==> config.mk <==
export PLATFORM = sky130hd
export DESIGN_NAME = systolic_pe
export DESIGN_NICKNAME = d
export VERILOG_FILES = /design/src/rtl/systolic_pkg.sv /design/src/rtl/systolic_pe_mac.sv /design/src/rtl/systolic_pe.sv
export SDC_FILE = /design/constraint.sdc
export NUM_CORES = 1
export LEC_CHECK = 0
export BUFFER_PORTS_ARGS = -buffer_cell sky130_fd_sc_hd__clkbuf_2
export CORE_MARGIN = 10
export CORE_UTILIZATION = 63
export CTS_CLUSTER_DIAMETER = 80
export DETAILED_ROUTE_END_ITERATION = 10
export PLACE_DENSITY = 0.83
export SYNTH_ARGS = -nofsm -noshare
export SYNTH_HDL_FRONTEND = slang
export SYNTH_SLANG_ARGS = --single-unit
==> constraint.sdc <==
create_clock -name clk -period 7.55 [get_ports clk]
set_input_delay 0 -clock clk [delete_from_list [all_inputs] [get_ports clk]]
set_output_delay 0 -clock clk [all_outputs]
set_load 0.01 [all_outputs]
==> src/rtl/systolic_pkg.sv <==
// Shared types, limits and the saturating/wrapping adder for the systolic PE.
package systolic_pkg;

    localparam int unsigned DATA_W_DEF = 16;
    localparam int unsigned ACC_W_DEF  = 40;
    // Widest accumulator the adder helper supports.
    localparam int unsigned ACC_W_MAX  = 64;

    typedef logic signed [DATA_W_DEF-1:0] data_t;
    typedef logic signed [ACC_W_DEF-1:0]  acc_t;
    typedef logic signed [ACC_W_MAX-1:0]  wide_t;

    localparam acc_t ACC_MAX = {1'b0, {(ACC_W_DEF-1){1'b1}}};
    localparam acc_t ACC_MIN = {1'b1, {(ACC_W_DEF-1){1'b0}}};

    // Adds two sign-extended values and fits the result into acc_w bits.
    // Returns {ovf, result sign-extended to ACC_W_MAX}.
    function automatic logic [ACC_W_MAX:0] sat_add(input wide_t       acc,
                                                   input wide_t       prod,
                                                   input int unsigned acc_w,
                                                   input logic        saturate);
        logic signed [ACC_W_MAX:0] sum, one_v, max_v, min_v, wrap_v, res;
        logic                      ovf;
        int unsigned               sh;
        one_v  = {{ACC_W_MAX{1'b0}}, 1'b1};
        sum    = {acc[ACC_W_MAX-1], acc} + {prod[ACC_W_MAX-1], prod};
        max_v  = (one_v <<< (acc_w - 1)) - one_v;
        min_v  = -max_v - one_v;
        sh     = ACC_W_MAX + 1 - acc_w;
        wrap_v = (sum <<< sh) >>> sh;
        ovf    = (sum > max_v) || (sum < min_v);
        if (!ovf) begin
            res = sum;
        end else if (saturate) begin
            res = (sum > max_v) ? max_v : min_v;
        end else begin
            res = wrap_v;
        end
        return {ovf, res[ACC_W_MAX-1:0]};
    endfunction

endpackage

==> src/rtl/systolic_pe_mac.sv <==
// Multiplier, optional product register and saturating accumulate adder.
module pe_mac_unit
    import systolic_pkg::*;
#(
    parameter int unsigned DATA_W   = DATA_W_DEF,
    parameter int unsigned ACC_W    = ACC_W_DEF,
    parameter int unsigned SATURATE = 1,
    parameter int unsigned MUL_PIPE = 0
) (
    input  logic                     clk_i,
    input  logic                     rst_i,
    input  logic                     fire_i,
    input  logic                     first_i,
    input  logic                     last_i,
    input  logic signed [DATA_W-1:0] a_i,
    input  logic signed [DATA_W-1:0] b_i,
    input  logic signed [ACC_W-1:0]  acc_i,
    output logic                     commit_o,
    output logic                     first_o,
    output logic                     last_o,
    output logic                     ovf_o,
    output logic signed [ACC_W-1:0]  sum_o
);

    localparam int unsigned ProdW = 2 * DATA_W;

    logic signed [ProdW-1:0] prod_now, prod_q, prod_sel;
    logic                    valid_q, first_q, last_q;
    logic                    first_sel;
    wide_t                   base_w, prod_w;
    logic [ACC_W_MAX:0]      add_res;
    logic                    unused_hi;

    assign prod_now = $signed({{DATA_W{a_i[DATA_W-1]}}, a_i})
                    * $signed({{DATA_W{b_i[DATA_W-1]}}, b_i});

    always_ff @(posedge clk_i or posedge rst_i) begin
        if (rst_i) begin
            prod_q  <= '0;
            valid_q <= 1'b0;
            first_q <= 1'b0;
            last_q  <= 1'b0;
        end else begin
            prod_q  <= prod_now;
            valid_q <= fire_i;
            first_q <= first_i;
            last_q  <= last_i;
        end
    end

    // With MUL_PIPE the adder works on last cycle's product against the live accumulator.
    assign prod_sel  = (MUL_PIPE != 0) ? prod_q  : prod_now;
    assign first_sel = (MUL_PIPE != 0) ? first_q : first_i;
    assign commit_o  = (MUL_PIPE != 0) ? valid_q : fire_i;
    assign last_o    = (MUL_PIPE != 0) ? last_q  : last_i;
    assign first_o   = first_sel;

    assign prod_w = {{(ACC_W_MAX-ProdW){prod_sel[ProdW-1]}}, prod_sel};
    assign base_w = first_sel ? '0 : {{(ACC_W_MAX-ACC_W){acc_i[ACC_W-1]}}, acc_i};

    assign add_res   = sat_add(base_w, prod_w, ACC_W, SATURATE != 0);
    assign sum_o     = add_res[ACC_W-1:0];
    assign ovf_o     = add_res[ACC_W_MAX];
    assign unused_hi = ^add_res[ACC_W_MAX-1:ACC_W];

endmodule

==> src/rtl/systolic_pe.sv <==
// Output-stationary PE: operand forwarding, accumulator, one-deep result slot, drain chain.
module systolic_pe
    import systolic_pkg::*;
#(
    parameter int unsigned DATA_W   = DATA_W_DEF,
    parameter int unsigned ACC_W    = ACC_W_DEF,
    parameter int unsigned SATURATE = 1,
    parameter int unsigned MUL_PIPE = 0
) (
    input  logic                     clk,
    input  logic                     rst,
    input  logic signed [DATA_W-1:0] a_in,
    input  logic                     a_valid_in,
    input  logic                     first_in,
    input  logic                     last_in,
    input  logic signed [DATA_W-1:0] b_in,
    input  logic                     b_valid_in,
    output logic signed [DATA_W-1:0] a_out,
    output logic                     a_valid_out,
    output logic                     first_out,
    output logic                     last_out,
    output logic signed [DATA_W-1:0] b_out,
    output logic                     b_valid_out,
    input  logic signed [ACC_W-1:0]  drain_in,
    input  logic                     drain_valid_in,
    output logic signed [ACC_W-1:0]  drain_out,
    output logic                     drain_valid_out,
    output logic                     sat_flag,
    output logic                     drop_err
);

    logic signed [DATA_W-1:0] a_q, b_q;
    logic                     a_valid_q, b_valid_q, first_q, last_q;

    logic signed [ACC_W-1:0]  acc_q, acc_d, pend_val_q, pend_val_d, drain_q, drain_d;
    logic                     pend_q, pend_d, sat_q, sat_d, drop_q, drop_d;
    logic                     drain_valid_q, drain_valid_d;

    logic                     mac_commit, mac_first, mac_last, mac_ovf;
    logic signed [ACC_W-1:0]  mac_sum;

    pe_mac_unit #(
        .DATA_W  (DATA_W),
        .ACC_W   (ACC_W),
        .SATURATE(SATURATE),
        .MUL_PIPE(MUL_PIPE)
    ) u_mac (
        .clk_i   (clk),
        .rst_i   (rst),
        .fire_i  (a_valid_in & b_valid_in),
        .first_i (first_in),
        .last_i  (last_in),
        .a_i     (a_in),
        .b_i     (b_in),
        .acc_i   (acc_q),
        .commit_o(mac_commit),
        .first_o (mac_first),
        .last_o  (mac_last),
        .ovf_o   (mac_ovf),
        .sum_o   (mac_sum)
    );

    always_comb begin
        acc_d         = acc_q;
        sat_d         = sat_q;
        pend_d        = pend_q;
        pend_val_d    = pend_val_q;
        drop_d        = drop_q;
        drain_d       = drain_q;
        drain_valid_d = 1'b0;

        // Upstream traffic always wins; our own result waits in the slot.
        if (drain_valid_in) begin
            drain_d       = drain_in;
            drain_valid_d = 1'b1;
        end else if (pend_q) begin
            drain_d       = pend_val_q;
            drain_valid_d = 1'b1;
            pend_d        = 1'b0;
        end

        if (mac_commit) begin
            acc_d = mac_sum;
            sat_d = (mac_first ? 1'b0 : sat_q) | mac_ovf;
            // A slot freed on this same edge can take the new result.
            if (mac_last) begin
                if (pend_d) begin
                    drop_d = 1'b1;
                end else begin
                    pend_d     = 1'b1;
                    pend_val_d = mac_sum;
                end
            end
        end
    end

    always_ff @(posedge clk or posedge rst) begin
        if (rst) begin
            a_q           <= '0;
            b_q           <= '0;
            a_valid_q     <= 1'b0;
            b_valid_q     <= 1'b0;
            first_q       <= 1'b0;
            last_q        <= 1'b0;
            acc_q         <= '0;
            sat_q         <= 1'b0;
            pend_q        <= 1'b0;
            pend_val_q    <= '0;
            drop_q        <= 1'b0;
            drain_q       <= '0;
            drain_valid_q <= 1'b0;
        end else begin
            a_q           <= a_in;
            b_q           <= b_in;
            a_valid_q     <= a_valid_in;
            b_valid_q     <= b_valid_in;
            first_q       <= first_in;
            last_q        <= last_in;
            acc_q         <= acc_d;
            sat_q         <= sat_d;
            pend_q        <= pend_d;
            pend_val_q    <= pend_val_d;
            drop_q        <= drop_d;
            drain_q       <= drain_d;
            drain_valid_q <= drain_valid_d;
        end
    end

    assign a_out           = a_q;
    assign b_out           = b_q;
    assign a_valid_out     = a_valid_q;
    assign b_valid_out     = b_valid_q;
    assign first_out       = first_q;
    assign last_out        = last_q;
    assign drain_out       = drain_q;
    assign drain_valid_out = drain_valid_q;
    assign sat_flag        = sat_q;
    assign drop_err        = drop_q;

endmodule

======== Word-level counts from Yosys, hierarchy flattened ========
Cells that the tools add are included.
Widths: inputs -> output; s select.
cells by class
  add/subtract/negate cells ............... 1
  $mul .................................... 1
  magnitude comparators ................... 2
  multiplexer cells ....................... 11
  bitwise operators ....................... 3
  reduce and logical (&&, ||, !) cells .... 4
operator list
  operator              number
  $mux 40               4
  $add 64x32->65        1
  $gt 65x40->1 const B  1
  $lt 65x40->1 const B  1
  $mux 64               1
  $mul 16x16->32        1
  $mux 1                6
  $reduce_and 3->1      2
  $reduce_bool 2->1     1
  $and 1x1->1           1
  $logic_or 1x1->1      1
  $not 1->1             1
  $or 1x1->1            1
storage, ports and cells
  register bits ........................... 160
  word-level logic and storage cells ...... 35

======== Depth between registers and ports, before layout ========
  word-level depth ........................ 5
  gate-level depth with buffers ........... 28
  depth with buffers taken out ............ 24

======== Cells and area by module ========
From an unflattened synthesis, not the netlist that was laid out.
unflattened totals
  cell total of the unflattened synthesis .. 1961
  area total of the unflattened synthesis .. 19752.7 um^2
by module, submodules not included
  module       instances  cells each  area an instance (um^2)  seq. area each (um^2)
  pe_mac_unit  1          1568        13721.9                  0.0
  systolic_pe  1          393         6030.8                   4003.8

======== Worst setup path before layout ========
OpenSTA, ideal clock, no wires.
  kind .................................... input port to flip-flop
  start ................................... in a_in[15]
  end ..................................... reg pend_val_q[23]
  library setup time ...................... 0.088 ns
  arrival ................................. 6.832 ns
  setup slack ............................. 0.630 ns
  cell stages on the path ................. 25
  cells stage by stage .................... clkbuf_1 nand2_1 inv_1 fa_1 inv_1 fa_1 fa_1 fa_1 inv_1 fa_1 inv_1 fa_1 inv_1 ha_1 a21oi_1 o21ai_0 or3b_2 nand2_1 nand2_1 nand4b_1 nor4_2 buf_4 buf_6 nand3_1 a41oi_1
between the ends
  longest elaborated chain between the ends .. 5
  elaborated cells on any way between the ends .. 7
RTL lines
  item                                                 RTL line                                text
  start: declaration                                   systolic_pe.sv:12                       input logic signed [DATA_W-1:0] a_in,
  $mul 16x16->32 (*)                                   systolic_pe_mac.sv:35                   * $signed({{DATA_W{b_i[DATA_W-1]}}, b_i});
  $add 64x32->65 (*)                                   systolic_pkg.sv:26                      sum = {acc[ACC_W_MAX-1], acc} + {prod[ACC_W_MAX-1], prod};
  $gt 65x40->1 / $lt 65x40->1 (equally long branches)  systolic_pkg.sv:31, systolic_pkg.sv:35
  $mux 40 / $logic_or 1x1->1 (equally long branches)   systolic_pkg.sv:35, systolic_pkg.sv:31
  $mux 40 (*)                                          systolic_pkg.sv:32                      if (!ovf) begin
  end signal: assignment                               systolic_pe.sv:122                      pend_val_q <= pend_val_d;
  end: declaration                                     systolic_pe.sv:35                       logic signed [ACC_W-1:0] acc_q, acc_d, pend_val_q, pend_val_d, drain_q, drain_d;
Every way passes the cells marked *; elsewhere a longest branch is shown, timed or not.
A chain may end at the register's enable or synchronous reset.

======== Worst setup path after layout ========
  start ................................... in a_in[5]
  end ..................................... reg pend_val_q[28]
The elaborated chain is that of the path after synthesis.

==> flow_summary.toml <==
[critical_path]
path_cells = "dlygate4sd3_1 > clkbuf_2 > nand2_1 > fa_1 > inv_1 > fa_1 > fa_1 > inv_1 > fa_1 > inv_1 > fa_1 > inv_1 > fa_1 > inv_1 > ha_1 > a21oi_1 > o21ai_0 > a2111oi_0 > a211oi_1 > o21ai_1 > nand2_1 > xnor2_1 > nand3_1 > a41oi_1"
crit_path_start = "a_in[5]"
r2r-start = "acc_q[23]"
required_ns = 7.90
critPathBufInv = 7
crit_arrival_ns = 7.67
worst_path_max_delay_cell = "a2111oi_0"
critPathMaxFanout = 17
rrSetupSlack_ns = 1.14
reg2regPathDepth = 20
max_stage_delay_ns = 0.64
timing.rr.end = "pend_val_q[24]"
worstSetupStartpointType = "primary input"
critPathKind = "in -> reg"
cp_top_family = "adder cells"
end_kind = "flop"
cp_common_cell = "fa_1"

[logic_synthesis]
synth_fp_nets = 2739
synthTopCellsByArea = "fa_1, dfrtp_1, inv_1"
syn_inst = 2198
synth_edf_count = 0
yosysTopAreaCellShare_pct = 33.65
ys_ff_latch = 160
synthFlopType = "dfrtp_1"
yosysTopAreaCell = "fa_1"
async_flop_share_pct = 100.0
ys_warn_count = 0
yosysUniqueCellTypes = 71
syn_avg_cell_area_sq_um = 9.258
syn_area_sq_mm = 0.02035
seq_area_frac_synth_pct = 19.68

[drt]
vias = 16350
drtPass1Iterations = 6
viasPerCell = 5.831
wl_mm = 55.16
drtIter0Drc = 1536
drcViolationCount = 0
wire_per_inst_um = 19.67
ant_nets = 0

[global_routing]
overflow = 0
grt_pass1_vias = 17310
busiest_layer = "met2"
grt_usage_pct = 29.10
grt_first_pass_wirelength_mm = 91.59
grt_max_degree = 102
use_met1_pct = 39.82
antenna_found_initial = 0
grt.met2_usage_pct = 46.67
met3_usage_pct = 5.046

[clocking]
cts_tree = "built"
cts_max_path_buffers = 2
cts_made_buffers = 17
htreeDepth = 4
path_clk_slew_ns = 0.08
clock-sinks = 160
clk_latency_ns = 0.46
root_buffer = "clkbuf_16"

[timing]
skew_ns = 0.01288
worstMarginPinSlew_ns = 1.227
fmax_mhz = 136.6
drv_slew = 0
layout_min_cycle_time_ns = 7.319
setup_viol = 0
final-hold-violation-count = 0
finalCritPeriodShare_pct = 96.94
slew_headroom_pct = 17.95

[placement]
routabilityCongestion = 0.9505
hpwl_mm = 42.51
postPlaceCellArea_sq_mm = 0.02156
portBuffers = 157

[floorplanning]
fp-row-count = 65
die_h_um = 199.7
dieArea_sq_mm = 0.03989
coreArea_sq_mm = 0.03172
ios = 158
start_util_pct = 64.15
die_w_um = 199.7

[final_layout]
syn_to_final_growth_pct = 13.39
antenna-diode-count = 0
seq_area_sq_mm = 0.004005
final_cell_mix = "inv_1, fa_1, nand2_1"
final_util_pct = 72.75
drive_gt1_share_pct = 11.41
fillCellCount = 2205
layout_commonest_cell = "inv_1"
multi_input_area_sq_mm = 0.01433
fin_nets = 2930
fin_area_sq_mm = 0.02307

[hold_path]
hold_class = "in -> reg"
min_path_cells = 2
hold-path-endpoint = "a_out[8]"
min-delay-start = "a_in[8]"

[run]
drv_cap = 0

[outcome]
status = "completed"
==> cells by family after synthesis <==
group                      Yosys count  share of synthesized area (%)
buffers and inverters              538                          10.26
muxes                               43                          2.121
xor gates and xnor gates            33                          1.420
AOI/OAI and AO/OA                  328                          10.68
DFF                                160                          19.68
and+or+nand+nor                    634                          14.82
adders and majority gates          462                          41.03
==> flip-flops by register name (all words and copies together) (netlist names) <==
register / cells
b_valid_out: 1
a_out: 16
sat_flag: 1
a_valid_out: 1
pend_val_q: 40
drain_out: 40
drop_err: 1
first_out: 1
last_out: 1
acc_q: 40
b_out: 16
pend_q: 1
drain_valid_out: 1
==> cells in the mapped netlist, drive strengths merged (11+ instances only) <==
library cell	n
nand2	255
nor3	15
nor2b	56
nand4	13
xnor2	22
buf	34
xor2	11
nor2	120
nand3	31
clkbuf	75
a211oi	14
inv	429
ha	120
o21ai	80
a31oi	12
and2	111
mux2i	42
a21oi	96
a311oi	26
fa	342
dfrtp	160
a21o	11
a41oi	30
==> stage by stage <==
step	instances	hold WS, ns	TNS, ns	worst slack (ns)
finish	2804	0.04273	0	0.2310
global placement	2692	0.1404	0	0.2355
detailed placement	2692	0.1399	0	0.08067
floorplan	2198	0.03143	0	0.6296
global route	2804	0.03792	-0.005415	-0.005415
CTS	2800	0.01862	0	0.06319
==> area by class of cell <==
| cell class | instances | share of cell area, % |
|---|---|---|
| Clock inverter | 14 | 0.9219 |
| Sequential cell | 160 | 17.36 |
| Inverter | 429 | 7.017 |
| Tap cell | 402 | 2.180 |
| Multi-Input combinational cell | 1500 | 62.09 |
| Clock buffer | 18 | 1.903 |
| Timing Repair Buffer | 281 | 8.530 |
==> worst reg2reg max path: stages (launching register included) <==
cell	delay, ns
dfrtp_1	0.40
nor2b_1	0.33
ha_1	0.31
fa_1	0.59
fa_1	0.44
fa_1	0.51
inv_1	0.06
fa_1	0.54
inv_1	0.05
ha_1	0.44
nand4_1	0.16
or3_1	0.48
nor3_1	0.35
o21ai_2	0.18
a31oi_2	0.20
mux2i_1	0.24
nand4_2	0.26
o21ai_4	0.29
buf_4	0.18
clkbuf_16	0.20
a21oi_1	0.09
==> worst max-delay path by stage <==
stage,end,depth (start not counted)
floorplan,pend_val_q[23],25
global placement,acc_q[3],24
detailed placement,acc_q[21],24
CTS,acc_q[21],23
global route,pend_val_q[38],27
finish,pend_val_q[28],24
==> layer usage <==
layer	part of all wire, %	routed length [um]
met1	42	22990
met4	2.7	1475
met3	8.0	4413
met5	0	0
met2	48	26290
==> repair_timing <==
item / 4_1_cts / 5_1_grt
buffers inserted: 0 / 3
gates resized for setup: 0 / 17
endpoints found under the setup margin: 0 / 78
endpoints found under the hold margin: 177 / 0
hold buffers: 76 / 0
Power is not shown: default switching activity piles up to over one toggle a cycle in this logic, so the estimate is an artifact.
